`config.mk`:
```
export PLATFORM = sky130hd
export DESIGN_NAME = btb_sram_ctrl
export DESIGN_NICKNAME = d
export VERILOG_FILES = /design/src/rtl/btb_pkg.sv /design/src/rtl/btb_valid_bits.sv /design/src/rtl/btb_sram_ctrl.sv
export SDC_FILE = /design/constraint.sdc
export NUM_CORES = 1
export LEC_CHECK = 0
export CORE_UTILIZATION = 57
export CTS_CLUSTER_SIZE = 20
export DETAILED_ROUTE_END_ITERATION = 16
export PLACE_DENSITY = 0.92
export SYNTH_ARGS = -nofsm -noshare
export SYNTH_HDL_FRONTEND = slang
export SYNTH_HIERARCHICAL = 1
export SYNTH_SLANG_ARGS = --single-unit
```
`constraint.sdc`:
```
create_clock -name clk -period 5.8 [get_ports clk]
set_input_delay 1.16 -clock clk [delete_from_list [all_inputs] [get_ports clk]]
set_output_delay 1.16 -clock clk [all_outputs]
set_load 0.005 [all_outputs]
```
`src/rtl/btb_pkg.sv`:
```
// Shared constants, index hash and response record for the BTB target path.
// No logic state; pure definitions.
// Not applicable (no handshake lives here).
package btb_pkg;

    localparam int BTB_ADDR_WIDTH = 8;
    localparam int BTB_DATA_WIDTH = 32;
    localparam int BTB_XLEN       = 32;

    // Lookup result as seen by the fetch unit.
    typedef struct packed {
        logic                      hit;
        logic [BTB_DATA_WIDTH-1:0] target;
    } btb_rsp_t;

    // Direct-mapped, tagless: word-aligned PC bits select the entry, aliasing accepted.
    function automatic logic [BTB_ADDR_WIDTH-1:0] btb_index(input logic [BTB_XLEN-1:0] pc);
        return pc[BTB_ADDR_WIDTH+1:2];
    endfunction

endpackage

```
`src/rtl/btb_valid_bits.sv`:
```
// Per-entry valid flags for the BTB, kept in flops beside the target SRAM.
// Set/flush take effect at the next edge; read port is combinational.
// No backpressure; set and flush are applied unconditionally, flush wins.
module btb_valid_bits #(
    parameter int ADDR_WIDTH = 8
) (
    input  logic                  clk,
    input  logic                  rst_n,
    input  logic                  i_flush,
    input  logic                  i_set_vld,
    input  logic [ADDR_WIDTH-1:0] i_set_idx,
    input  logic [ADDR_WIDTH-1:0] i_rd_idx,
    output logic                  o_rd_vld
);

    localparam int DEPTH = 1 << ADDR_WIDTH;

    logic [DEPTH-1:0] r_valid;

    // Flush clears every entry in one edge; otherwise an accepted update marks its entry.
    always_ff @(posedge clk or negedge rst_n) begin
        if (!rst_n) begin
            r_valid <= '0;
        end else if (i_flush) begin
            r_valid <= '0;
        end else if (i_set_vld) begin
            r_valid[i_set_idx] <= 1'b1;
        end
    end

    assign o_rd_vld = r_valid[i_rd_idx];

endmodule

```
`src/rtl/btb_sram_ctrl.sv`:
```
// Arbitrates BTB lookups and updates onto one SRAM RW port; flush > update > lookup.
// Lookup accepted at edge N gives rsp_valid/rsp_target during cycle N+1.
// A stalled response (rsp_valid && !rsp_ready) blocks both request ports and deselects the SRAM.
module btb_sram_ctrl
    import btb_pkg::*;
#(
    parameter int ADDR_WIDTH = BTB_ADDR_WIDTH,
    parameter int DATA_WIDTH = BTB_DATA_WIDTH,
    parameter int XLEN       = BTB_XLEN
) (
    input  logic                  clk,
    input  logic                  rst_n,
    input  logic                  flush,
    input  logic                  lk_valid,
    output logic                  lk_ready,
    input  logic [XLEN-1:0]       lk_pc,
    input  logic                  upd_valid,
    output logic                  upd_ready,
    input  logic [XLEN-1:0]       upd_pc,
    input  logic [DATA_WIDTH-1:0] upd_target,
    output logic                  rsp_valid,
    input  logic                  rsp_ready,
    output logic                  rsp_hit,
    output logic [DATA_WIDTH-1:0] rsp_target,
    output logic                  sram_csb0,
    output logic                  sram_web0,
    output logic [ADDR_WIDTH-1:0] sram_addr0,
    output logic [DATA_WIDTH-1:0] sram_din0,
    input  logic [DATA_WIDTH-1:0] sram_dout0
);

    localparam logic ST_IDLE = 1'b0;
    localparam logic ST_PEND = 1'b1;

    logic                  r_state;
    logic                  r_hit;
    logic                  w_state_nxt;
    logic                  w_port_free;
    logic                  w_upd_acc;
    logic                  w_lk_acc;
    logic                  w_hit_rd;
    logic [ADDR_WIDTH-1:0] w_upd_idx;
    logic [ADDR_WIDTH-1:0] w_lk_idx;
    btb_rsp_t              w_rsp;

    assign w_upd_idx = btb_index(upd_pc);
    assign w_lk_idx  = btb_index(lk_pc);

    // The port is busy only while a response is held by the consumer; reset also idles it
    // so the macro sees no access while rst_n is low.
    assign w_port_free = rst_n && !((r_state == ST_PEND) && !rsp_ready);
    assign upd_ready   = w_port_free && !flush;
    assign lk_ready    = w_port_free && !flush && !upd_valid;
    assign w_upd_acc   = upd_valid && upd_ready;
    assign w_lk_acc    = lk_valid && lk_ready;

    btb_valid_bits #(
        .ADDR_WIDTH (ADDR_WIDTH)
    ) u_valid_bits (
        .clk       (clk),
        .rst_n     (rst_n),
        .i_flush   (flush),
        .i_set_vld (w_upd_acc),
        .i_set_idx (w_upd_idx),
        .i_rd_idx  (w_lk_idx),
        .o_rd_vld  (w_hit_rd)
    );

    // SRAM request straight from the accept decision; the macro registers it.
    always_comb begin
        sram_csb0  = 1'b1;
        sram_web0  = 1'b1;
        sram_addr0 = '0;
        sram_din0  = '0;
        if (w_upd_acc) begin
            sram_csb0  = 1'b0;
            sram_web0  = 1'b0;
            sram_addr0 = w_upd_idx;
            sram_din0  = upd_target;
        end else if (w_lk_acc) begin
            sram_csb0  = 1'b0;
            sram_addr0 = w_lk_idx;
        end
    end

    // Response FSM: a new lookup refills PEND back-to-back; an unconsumed response stays put.
    always_comb begin
        w_state_nxt = r_state;
        case (r_state)
            ST_IDLE: if (w_lk_acc) w_state_nxt = ST_PEND;
            ST_PEND: if (rsp_ready && !w_lk_acc) w_state_nxt = ST_IDLE;
            default: w_state_nxt = ST_IDLE;
        endcase
    end

    // State register; a response in flight at reset is dropped.
    always_ff @(posedge clk or negedge rst_n) begin
        if (!rst_n) begin
            r_state <= ST_IDLE;
        end else begin
            r_state <= w_state_nxt;
        end
    end

    // Hit flag sampled with the lookup; flush turns a pending hit into a miss.
    always_ff @(posedge clk or negedge rst_n) begin
        if (!rst_n) begin
            r_hit <= 1'b0;
        end else if (flush) begin
            r_hit <= 1'b0;
        end else if (w_lk_acc) begin
            r_hit <= w_hit_rd;
        end
    end

    assign w_rsp.hit    = r_hit;
    assign w_rsp.target = sram_dout0;

    assign rsp_valid  = (r_state == ST_PEND);
    assign rsp_hit    = w_rsp.hit;
    assign rsp_target = w_rsp.target;

endmodule
```
==> results.md <==
* Status: finished, final reports clean
* CP arrival at 3.21 ns
* Crit. End Element: primary output
* Drt total wl at 35000 um
* CTS H-tree lvls at 1
* Critical Path Fanout Max at 8
* Die ar. at 21800 um2
* Global Route Usage Sum at 0.323
* I/O pin count at 212
* Max-slew violation count at 0
* Hold Crit Class: input pin to async pin
* Die width at 148 um
* # setup viols final at 0
* CTS resizes at 0
* Initial antenna violation count at 5
* Clk_skew at 0.00751 ns
* Dominant cell type by area after synthesis: dfrtp_1
* WL per Instance at 23.3 um
* Post CTS Setup Buffer Count at 0
* Nets at 1347
* CP startpoint kind: input pin
* Peak supply drop at 0.000161 V
* CTS tree: done
* Syn_area_per_cell at 10.2 um2
* Synth unique cells at 44
* Worst-path clk slew at 0.06 ns
* Post-synth top area share at 0.533
* Total CTS buffers at 26
* Synth area leaders: dfrtp_1 (53%), a21oi_1 (11%), nor2_1 (8.9%), mux4_2 (6.5%), mux2i_1 (4.5%)
* Clock Tree Buf Depth at 3
* Tcrit/Tclk final at 0.754
* Most Frequent Cell on Critical Path: clkdlybuf4s50_1
* Y dimension of the die at 148 um
* Ys Warns at 6
* Gate Count Post-Synth at 1187
* FP Rows at 52
* Critical path cell sequence: clkdlybuf4s50_1 -> nor2b_4 -> nor4b_2 -> buf_4 -> a22o_1 -> clkdlybuf4s50_1
* Syn_nets at 1321
* Slew HR at 0.0818
* Hold Buf Count CTS at 0
* Max Cap Violations at 0
* Crit path buffers/inverters at 3
* Port bufs at 99
* Post-synth EDFFs at 0
* Fmax at 229 MHz
* Number of global-route vias before repair at 10000
* CTS root buf: clkbuf_16
* Post-synthesis register bit count at 258
* CORE AREA at 20600 um2
* Final min period at 4.37 ns
* CTS Sinks at 258
* Worst-Skew Late Latency at 0.53 ns
* Max incr delay on CP at 0.54 ns
* Post-Syn Area at 12100 um2
* Post-synthesis sequential area ratio at 0.533
* Detailed Routing Iterations Pass 1 at 8
* ANT nets after route at 0
* Crit path max-delay cell type: clkdlybuf4s50_1
* Initial core utilization at 0.589
* Global placer's final weighted congestion at 0.898
* Vias at 9955
* Final HPWL DP at 21100 um
* DR DRC count at 0
* Largest net degree at the start of global routing at 111
* Leak at 0.00612 uW
* Area Overhead vs Synth at 13.6%
* First-pass GRT wire length at 53900 um
* Fin. Hold Viols at 0
* Share of cells above drive strength 1 at 0.0916
* PwrDens at 268 nW/um2
* Req. time, crit path at 4.64 ns
* Initial DRC Count at 1671
* Grt total ovfl at 0
* Post-synth top cells: nor2_1 (286), dfrtp_1 (258), a21oi_1 (256)
* Async SR Flop Fraction at 1.00
* Setup ws final at 1.43 ns
* Crit Path Class: input pin to primary output
* Count leader, synth: nor2_1
* Post-Place Worst Slack at 1.17 ns
* Final setup TNS at 0 ns
* Worst path top cell family by delay: buffers and inverters
* Via density at 6.61
* Top_reg_cell synth: dfrtp_1
* Slew at the pin with the worst max-slew slack at 1.37 ns
* Unrepaired setup endpoints after global routing: false
==> logic make-up after synthesis <==
family,count (synthesis),share of synthesized area
AO/OA/AOI/OAI,309,0.138
AND/OR/NAND/NOR,391,0.142
flip-flops,258,0.533
buffers and inverters,127,0.0592
multiplexers,102,0.128
==> through the flow <==
step                      power, uW   util  cell area (um2)  hold slack, ns  std cells
after floorplan                1980      -            12100           0.454       1187
after global placement         2090  0.629            12900           0.468       1455
after detailed placement       2090  0.629            12900           0.479       1455
after CTS                      3690  0.669            13800           0.456       1503
after global routing           3780  0.669            13800           0.463       1506
final                          3690  0.669            13800           0.451       1507
==> placed cells by master (no fill, tap or decap), types with 6 or more instances in the layout <==
master	n
nand2b_1	8
nor3_1	15
buf_4	22
mux2i_1	54
and2_1	32
nor2_1	286
dfrtp_1	258
a22o_1	10
mux2_2	8
o22ai_1	21
mux4_2	35
nand2_1	11
and2_0	16
clkdlybuf4s50_1	95
a21oi_1	256
clkbuf_1	10
clkbuf_8	6
clkbuf_16	27
==> area by class of cell <==
cell class	instances	area [um2]
timing repair buffer	120	1160
multi-input combinational	802	4950
antenna	4	10.0
sequential	258	6460
fill	1387	6800
clock buffer	43	796
clock inverter	5	30.0
tap	270	338
inverter	5	18.8
==> flip-flops by register name, summed over array words and instances (netlist names) <==
register and flops:
rsp_hit 1, rsp_valid 1, u_valid_bits/r_valid 256
==> report_power, final <==
group	internal (uW)	switching [uW]
Clock	933	687
Combinational	92.5	172
Sequential	1800	1.03
Total	2830	860
==> layer usage <==
metal | up-vias | routed length [um] | global-route usage
met2 | 799 | 16700 | 0.514
met5 | - | 19 | 0
met3 | 224 | 4130 | 0.0685
li1 | 4146 | - | -
met1 | 4784 | 11900 | 0.394
met4 | 2 | 2320 | 0.236
==> path summary, 6_finish.rpt <==
| kind | from | to | slack, ns | cells past startpoint |
|---|---|---|---|---|
| hold / removal | rst_n | u_valid_bits/r_valid[243] | 0.45 | 1 |
| max in group asynchronous | rst_n | u_valid_bits/r_valid[12] | 3.15 | 3 |
| hold reg to reg | u_valid_bits/r_valid[3] | u_valid_bits/r_valid[3] | 0.49 | 2 |
| setup reg to reg | u_valid_bits/r_valid[123] | rsp_hit | 2.90 | 7 |
| min in group clk | u_valid_bits/r_valid[3] | u_valid_bits/r_valid[3] | 0.49 | 2 |
| setup / recovery | rsp_ready | sram_addr0[0] | 1.43 | 6 |
No activity file was read; power rests on OpenSTA's default activity.
